[src/rtl/g_3arb_if.sv]
// Request/grant bundle between three requesters and the round-robin arbiter.
// The slave side is the arbiter; the master side is whoever drives the requests.
interface g_3arb_if;
    logic       a;
    logic       b;
    logic       c;
    logic       ga;
    logic       gb;
    logic       gc;
    logic [1:0] gid;
    logic       busy;
    logic       any;

    modport master (
        output a, b, c,
        input  ga, gb, gc, gid, busy, any
    );

    modport slave (
        input  a, b, c,
        output ga, gb, gc, gid, busy, any
    );
endinterface

[src/rtl/g_3arb.sv]
// Three-way round-robin arbiter with registered one-hot grants, hold-while-requesting
// and optional forced rotation after MAXHOLD consecutive grant cycles.
module g_3arb #(
    parameter int unsigned MAXHOLD = 4,
    parameter int unsigned FIRST   = 0
) (
    input  logic       clk_i,
    input  logic       rn_i,
    g_3arb_if.slave    arb
);

    localparam int unsigned   HW        = (MAXHOLD < 1) ? 1 : $clog2(MAXHOLD + 1);
    localparam logic [1:0]    FIRST_IDX = 2'(FIRST);
    localparam logic [HW-1:0] HMAX      = HW'(MAXHOLD);
    localparam logic [HW-1:0] HONE      = HW'(1);

    typedef enum logic {IDLE, GRANT} state_t;

    state_t        state_q, state_d;
    logic [1:0]    owner_q, owner_d;
    logic [1:0]    ptr_q,   ptr_d;
    logic [HW-1:0] hcnt_q,  hcnt_d;
    logic [2:0]    grant_q, grant_d;
    logic [1:0]    gid_q,   gid_d;
    logic          busy_q,  busy_d;

    logic [2:0]    req;
    logic [2:0]    others;
    logic          own_req;
    logic [2:0]    win_all;
    logic [2:0]    win_oth;

    function automatic logic [1:0] inc3(input logic [1:0] x);
        return (x == 2'd2) ? 2'd0 : x + 2'd1;
    endfunction

    // Returns {found, index} of the first set request in order p, p+1, p+2 (mod 3).
    function automatic logic [2:0] pick(input logic [2:0] r, input logic [1:0] p);
        logic [1:0] idx;
        logic [2:0] res;
        res = 3'b000;
        idx = p;
        for (int k = 0; k < 3; k++) begin
            if (!res[2] && r[idx]) begin
                res = {1'b1, idx};
            end
            idx = inc3(idx);
        end
        return res;
    endfunction

    assign req     = {arb.c, arb.b, arb.a};
    assign own_req = req[owner_q];
    assign others  = req & ~(3'b001 << owner_q);
    assign win_all = pick(req, ptr_q);
    assign win_oth = pick(others, ptr_q);

    always_comb begin
        state_d = state_q;
        owner_d = owner_q;
        ptr_d   = ptr_q;
        hcnt_d  = hcnt_q;
        case (state_q)
            IDLE: begin
                if (win_all[2]) begin
                    state_d = GRANT;
                    owner_d = win_all[1:0];
                    ptr_d   = inc3(win_all[1:0]);
                    hcnt_d  = HONE;
                end
            end
            GRANT: begin
                if (!own_req) begin
                    if (win_oth[2]) begin
                        owner_d = win_oth[1:0];
                        ptr_d   = inc3(win_oth[1:0]);
                        hcnt_d  = HONE;
                    end else begin
                        state_d = IDLE;
                        hcnt_d  = '0;
                    end
                end else if (MAXHOLD == 0 || hcnt_q < HMAX) begin
                    if (hcnt_q != '1) begin
                        hcnt_d = hcnt_q + HONE;
                    end
                end else if (win_oth[2]) begin
                    owner_d = win_oth[1:0];
                    ptr_d   = inc3(win_oth[1:0]);
                    hcnt_d  = HONE;
                end else begin
                    // Nobody else waiting: keep the grant and open a fresh hold window.
                    hcnt_d = HONE;
                end
            end
            default: begin
                state_d = IDLE;
            end
        endcase

        grant_d = 3'b000;
        gid_d   = 2'b11;
        busy_d  = 1'b0;
        if (state_d == GRANT) begin
            grant_d = 3'b001 << owner_d;
            gid_d   = owner_d;
            busy_d  = 1'b1;
        end
    end

    always_ff @(posedge clk_i or negedge rn_i) begin
        if (!rn_i) begin
            state_q <= IDLE;
            owner_q <= FIRST_IDX;
            ptr_q   <= FIRST_IDX;
            hcnt_q  <= '0;
            grant_q <= 3'b000;
            gid_q   <= 2'b11;
            busy_q  <= 1'b0;
        end else begin
            state_q <= state_d;
            owner_q <= owner_d;
            ptr_q   <= ptr_d;
            hcnt_q  <= hcnt_d;
            grant_q <= grant_d;
            gid_q   <= gid_d;
            busy_q  <= busy_d;
        end
    end

    assign arb.ga   = grant_q[0];
    assign arb.gb   = grant_q[1];
    assign arb.gc   = grant_q[2];
    assign arb.gid  = gid_q;
    assign arb.busy = busy_q;
    assign arb.any  = arb.a | arb.b | arb.c;

endmodule

[src/flat_wrapper.sv]
// flat-port wrapper written by rule: the top's interface ports become plain ports
module g_3arb_flat 
#(
    parameter int unsigned MAXHOLD = 4,
    parameter int unsigned FIRST   = 0
)
  (clk_i, rn_i, arb_a, arb_b, arb_c, arb_ga, arb_gb, arb_gc, arb_gid, arb_busy, arb_any);
  g_3arb_if arb_i ();
  input  logic clk_i;
  input  logic rn_i;
  input wire logic [$bits(arb_i.a)-1:0] arb_a;
  input wire logic [$bits(arb_i.b)-1:0] arb_b;
  input wire logic [$bits(arb_i.c)-1:0] arb_c;
  output wire logic [$bits(arb_i.ga)-1:0] arb_ga;
  output wire logic [$bits(arb_i.gb)-1:0] arb_gb;
  output wire logic [$bits(arb_i.gc)-1:0] arb_gc;
  output wire logic [$bits(arb_i.gid)-1:0] arb_gid;
  output wire logic [$bits(arb_i.busy)-1:0] arb_busy;
  output wire logic [$bits(arb_i.any)-1:0] arb_any;
  assign arb_i.a = arb_a;
  assign arb_i.b = arb_b;
  assign arb_i.c = arb_c;
  assign arb_ga = arb_i.ga;
  assign arb_gb = arb_i.gb;
  assign arb_gc = arb_i.gc;
  assign arb_gid = arb_i.gid;
  assign arb_busy = arb_i.busy;
  assign arb_any = arb_i.any;
  g_3arb #(.MAXHOLD(MAXHOLD), .FIRST(FIRST)) u_core (.clk_i(clk_i), .rn_i(rn_i), .arb(arb_i));
endmodule
[config.mk]
export PLATFORM = sky130hd
export DESIGN_NAME = g_3arb_flat
export DESIGN_NICKNAME = d
export VERILOG_FILES = /design/src/rtl/g_3arb_if.sv /design/src/rtl/g_3arb.sv /design/src/flat_wrapper.sv
export SDC_FILE = /design/constraint.sdc
export NUM_CORES = 1
export LEC_CHECK = 0
export CAP_MARGIN = 0
export CORE_MARGIN = 1
export CORE_UTILIZATION = 46
export CTS_CLUSTER_DIAMETER = 80
export DETAILED_ROUTE_END_ITERATION = 16
export PLACE_DENSITY = 0.74
export SYNTH_ARGS = -nofsm -noshare
export SYNTH_HDL_FRONTEND = slang
export SYNTH_SLANG_ARGS = --single-unit
[constraint.sdc]
create_clock -name clk_i -period 2.6 [get_ports clk_i]
set_input_delay 0.39 -clock clk_i [delete_from_list [all_inputs] [get_ports clk_i]]
set_output_delay 0.39 -clock clk_i [all_outputs]
set_load 0.1 [all_outputs]
==> impl_metrics.ini, run 1 <==
[critical_path]
crit_arrival_ns = 1.69
rrSetupSlack_ns = 0.61
slowest_stage = clkdlybuf4s50_1
cp-end-kind = primary output
crit_path_max_incr_delay_ns = 0.63
worstRegToRegCells = 5
cp-start-kind = input pin
r2r-end = u_core.grant_q[1]
cp_max_fo = 12
worstPathRequired_ns = 2.21
critical_path_class = in -> out
r2r_start = u_core.owner_q[0]
crit_chain = clkdlybuf4s50_1 -> or3_1 -> buf_12

[timing]
setup-violations-final = 0
hold_violations = 0
fmax_ghz = 0.480
slew_violations = 0
rsz0062_at_grt = false
fin_tns_setup_ns = 0
clock_skew_ns = 0.00645
finalWorstSetupSlack_ns = 0.515
min_period_over_period = 0.802
worst_pin_slew_ns = 0.560
post-route-min-period_ns = 2.08
maxSlewHeadroom = 0.625

[logic_synthesis]
synth_edf_count = 0
synth-seq-cells = 13
syn_nets = 97
ys_warn_count = 0
synth_adder_area_share = 0.0138
synth_common_cells = dfrtp_1 (11), nand2_1 (11), a21oi_1 (6), inv_1 (6), nand2b_1 (5)
synth.top_cell.area_share = 0.303
synth_top_family_by_area = compound AO/OA/AOI/OAI gates
synth_ff_type = dfrtp_1
async_reset_ff_frac = 1.00
syn_inst = 91
synth.mux.area_fraction = 0.0359
synth_area_um2 = 907
synth_simple_gate_area_frac = 0.178
synth_cell_types = 41
synth_compound_area_frac = 0.334
postSynthAreaPerCell_um2 = 9.97
seq_area_frac_synth = 0.361
synth_xor_area_frac = 0
synth_area_leaders = dfrtp_1 (30%), dfstp_2 (5.8%), nand2_1 (4.6%)
yosys.area.top_type = dfrtp_1

[cts]
cts_max_level = 1
postCtsHoldBufs = 0
clock_sinks = 13
clk_pin_slew_ns = 0.07
root_buffer = clkbuf_4
post_cts_resized = 0
cts_tree = done
clock_path_buffers = 2
cts_setup_buffers = 0
clock_latency_ns = 0.27
numCtsBuffers = 3

[placement]
io_buffers = 11
gp_congestion = 0.863
dp_cells = 122
hpwl_mm = 1.32
dp_slack_ns = 0.259

[finish]
drive_above_1_share = 0.218
area_growth_pct = 13.5
fin_cells = 126
antenna_cells = 0
final_util = 0.578
nets = 108

[global_route]
grt-ovfl-total = 0
grt_pass1_wl_mm = 2.98
antenna_found_initial = 0
grt_usage = 0.197
grt_max_degree = 16
grt_pass1_vias = 633

[route]
routed_wl_mm = 1.77
drc = 0
routedWlPerCell_um = 14.0
ant_nets = 0
drt_iter0_drc = 26
viasPerCell = 5.68
first_pass_iters = 4
routed-via-count = 716

[worst_hold_path]
worstHoldPathType = in -> async

[die]
rows = 15
start_util = 0.509
core_area_mm2 = 0.00178
die-height_um = 46.4
io_pins = 12
die_w_um = 46.4
die-area_mm2 = 0.00215

[job]
maxCapViolCount = 0

[run_status]
status = completed
-- worst max-delay path by stage --
stage                   endpoint  cells past startpoint  slack (ns)            start
2_1_floorplan  u_core.grant_q[2]                      6        0.33  u_core.arb.busy
3_3_place_gp   u_core.grant_q[1]                      6        0.27            arb_b
3_5_place_dp   u_core.grant_q[1]                      6        0.26            arb_b
4_1_cts                  arb_any                      3        0.52            arb_b
5_1_grt        u_core.grant_q[1]                      6        0.46            arb_b
6_report                 arb_any                      3        0.52            arb_b
-- layout by cell type (no fill, tap or decap), types with 2 or more instances in the layout --
| cell type | Yosys | final |
|---|---|---|
| o21ai_0 | 3 | 3 |
| nor2_1 | 4 | 4 |
| nand3b_1 | 2 | 2 |
| inv_1 | 6 | 6 |
| clkdlybuf4s50_1 | 0 | 4 |
| nor3_1 | 3 | 3 |
| nand2b_1 | 5 | 5 |
| a21oi_1 | 6 | 6 |
| buf_4 | 2 | 7 |
| nand2_1 | 11 | 11 |
| dfstp_2 | 2 | 2 |
| dfrtp_1 | 11 | 11 |
| clkbuf_4 | 0 | 3 |
| or3_1 | 2 | 2 |
| o31ai_1 | 4 | 4 |
-- per-layer routing --
metal / vias to the layer above / global-route usage / wire (µm)
met4: 0 / 0.0294 / 0
met2: 17 / 0.292 / 814
met1: 340 / 0.276 / 883
met5: - / 0 / 0
met3: 0 / 0.0745 / 72
li1: 359 / - / -
-- sequential cells by signal (all words and copies together) (netlist names) --
name and flops:
u_core.arb.busy 1, u_core.grant_q 3, u_core.ptr_q 2, u_core.hcnt_q 3, u_core.arb.gid 2, u_core.owner_q 2
-- stage by stage --
stage / hold WS [ns] / cell area, µm²
after detailed placement: 0.489 / 1000
final: 0.480 / 1030
after global placement: 0.485 / 1000
after CTS: 0.492 / 1030
after floorplan: 0.0944 / 907
after global routing: 0.511 / 1030
-- cell type report --
| cell class | instances | area (µm²) |
|---|---|---|
| fill | 171 | 753 |
| multi-input combinational | 66 | 509 |
| sequential | 13 | 328 |
| timing repair buffer | 12 | 113 |
| tap | 25 | 31.3 |
| clock buffer | 4 | 26.3 |
| inverter | 6 | 22.5 |
-- kinds of logic (layout without fill, tap and decap cells) --
family / after synthesis / count (layout)
compound gates: 32 / 32
fa+ha+maj: 1 / 1
buf+inv: 12 / 22
flops: 13 / 13
mux: 2 / 2
simple gates: 31 / 31
-- critical path, delay by kind of cell --
kind,cells,cell delay (ns)
buffers and inverters,2,0.82
AND/OR/NAND/NOR,1,0.49
Power of run 1 is left out: the tool's default activity adds up to more than one toggle a clock period on the data nets, which glitch-free logic cannot reach.
==> run 2, diff against run 1 <==
--- a/config.mk
+++ b/config.mk
@@ -10,7 +10,7 @@
 export CORE_UTILIZATION = 46
 export CTS_CLUSTER_DIAMETER = 80
 export DETAILED_ROUTE_END_ITERATION = 16
-export PLACE_DENSITY = 0.74
+export PLACE_DENSITY = 0.76
 export SYNTH_ARGS = -nofsm -noshare
 export SYNTH_HDL_FRONTEND = slang
 export SYNTH_SLANG_ARGS = --single-unit
==> constraint.sdc (replaced) <==
create_clock -name clk_i -period 1.65 [get_ports clk_i]
set_input_delay 0.2475 -clock clk_i [delete_from_list [all_inputs] [get_ports clk_i]]
set_output_delay 0.2475 -clock clk_i [all_outputs]
set_load 0.1 [all_outputs]
==> run 2 against run 1 <==
- setup slack worse by 0.62 ns
- count of clock-buffer cells in the layout did not move
- register-to-register slack lost 0.71 ns
- sequential share of layout area down 7.7 points
- via count is 21% higher
- the run now ends with negative setup slack left
- hold slack got worse by 0.15 ns
- core utilization rose by 20 points
- clock skew fell by 0.0058 ns
- die area unchanged
- critical endpoint is now u_core.grant_q[1]
- critical path depth up 3
- sequential cell count did not move
- non-clock buffer count increased by 26
==> impl_metrics.ini, run 2 (same netlist as run 1, synthesis figures left out) <==
[run_status]
status = finished with violations
violations = negative setup slack

[timing]
rsz0062_at_grt = true
slew_violations = 0
clock_skew_ns = 0.000630
worst_pin_slew_ns = 0.576
fin_tns_setup_ns = -0.396
finalWorstSetupSlack_ns = -0.101
fin_hold_ws_ns = 0.333
post-route-min-period_ns = 1.75
hold_violations = 0
maxSlewHeadroom = 0.615
min_period_over_period = 1.06
setup-violations-final = 6
fmax_ghz = 0.571

[cts]
clock_latency_ns = 0.28
clk_pin_slew_ns = 0.08
clock_path_buffers = 2
root_buffer = clkbuf_4
postCtsHoldBufs = 0
cts_tree = done
clock_sinks = 13
numCtsBuffers = 3
cts_max_level = 1

[die]
die-area_mm2 = 0.00215
die_w_um = 46.4
start_util = 0.509
rows = 15
core_area_mm2 = 0.00178
io_pins = 12
die-height_um = 46.4

[critical_path]
worstRegToRegCells = 6
critical_path_class = reg -> reg
worstPathRequired_ns = 1.87
slowest_stage = dfrtp_2
crit_path_max_incr_delay_ns = 0.46
crit_chain = buf_4 -> a21oi_1 -> a211oi_2 -> o41ai_2 -> a21o_2 -> o211a_1
crit_arrival_ns = 1.97
rrSetupSlack_ns = -0.10
crit_family = compound AO/OA/AOI/OAI gates
cp_max_fo = 6
path_buf_inv = 1
r2r-end = u_core.grant_q[1]
r2r_start = u_core.owner_q[1]
cp-end-kind = register
cp-start-kind = register
cp-startpoint = u_core.owner_q[1]

[route]
routedWlPerCell_um = 15.6
viasPerCell = 5.69
drt_iter0_drc = 22
ant_nets = 0
routed-via-count = 865
drc = 0
first_pass_iters = 4
routed_wl_mm = 2.38

[placement]
gp_congestion = 0.862
dp_slack_ns = -0.378
dpl-instance-area_mm2 = 0.00125
hpwl_mm = 1.69
io_buffers = 11
dp_cells = 143

[finish]
area_growth_pct = 52.4
drive_above_1_share = 0.496
fin_cells = 152
nets = 134
final_area_mm2 = 0.00138
final_util = 0.775
antenna_cells = 0
reg.largest.list = u_core.grant_q: 3 flops, u_core.hcnt_q: 3 flops
mostFrequentLayoutCells = buf_4 (25), nand2_1 (11), dfrtp_1 (8), buf_12 (7)
final_common_cell = buf_4

[global_route]
grt_max_degree = 14
antenna_found_initial = 0
grt_pass1_wl_mm = 3.66
grt_usage = 0.241
grt_pass1_vias = 850
grt-ovfl-total = 0

[job]
maxCapViolCount = 0

[power_and_ir_drop]
pwr_density_cell_mw_per_mm2 = 2310
fin_total_pwr_mw = 3.20
max-vdd-ir-drop_v = 0.00175
p_leak_nw = 0.613

[worst_hold_path]
worstHoldPathType = in -> async
run 2: cell types whose count changed in the layout (fill, tap and decap cells not counted), moves of 2 or more:
cell | previous run | this run
clkdlybuf4s50_1 | 4 | 2
buf_6 | 0 | 2
dfrtp_1 | 11 | 8
dfrtp_2 | 0 | 2
o31ai_1 | 4 | 2
dlygate4sd2_1 | 0 | 2
buf_4 | 7 | 25
buf_12 | 1 | 7
o31ai_2 | 0 | 2
run 2: worst register-to-register path, delay by kind of cell (launching register included):
family / cells / cell delay [ns]
compound gates: 5 / 1.08
flops: 1 / 0.46
buf+inv: 1 / 0.17
run 2: layout make-up:
cell class / instances / area, µm²
inverter: 6 / 26.3
fill: 120 / 400
sequential: 13 / 334
tap: 25 / 31.3
timing repair buffer: 38 / 388
multi-input combinational: 66 / 577
clock buffer: 4 / 26.3
run 2: power by group:
part / total, mW / internal [mW] / switching, mW
Combinational: 2.35 / 1.12 / 1.23
Clock: 0.198 / 0.0938 / 0.104
Sequential: 0.652 / 0.494 / 0.158
run 2: layer usage:
layer  global-route usage  share of wire  up-vias
met5                    0              0        -
met4                0.106          0.022        0
met3               0.0588          0.039        6
met2                0.381           0.49       29
met1                0.308           0.45      419
li1                     -              -      411
run 2: repair_timing:
item,in CTS,in global routing
resized for setup,7,9
pin swaps,1,3
setup endpoints to repair,9,8
setup buffers,2,3
run 2: worst max path at each step:
stage / endpoint / slack, ns / depth (start not counted)
floorplan: u_core.grant_q[2] / -0.18 / 6
global placement: u_core.grant_q[2] / -0.32 / 6
detailed placement: u_core.grant_q[1] / -0.38 / 6
CTS: u_core.grant_q[2] / -0.01 / 5
global route: u_core.grant_q[1] / -0.16 / 6
finish: u_core.grant_q[1] / -0.10 / 6
(Power assumes the default switching activity.)
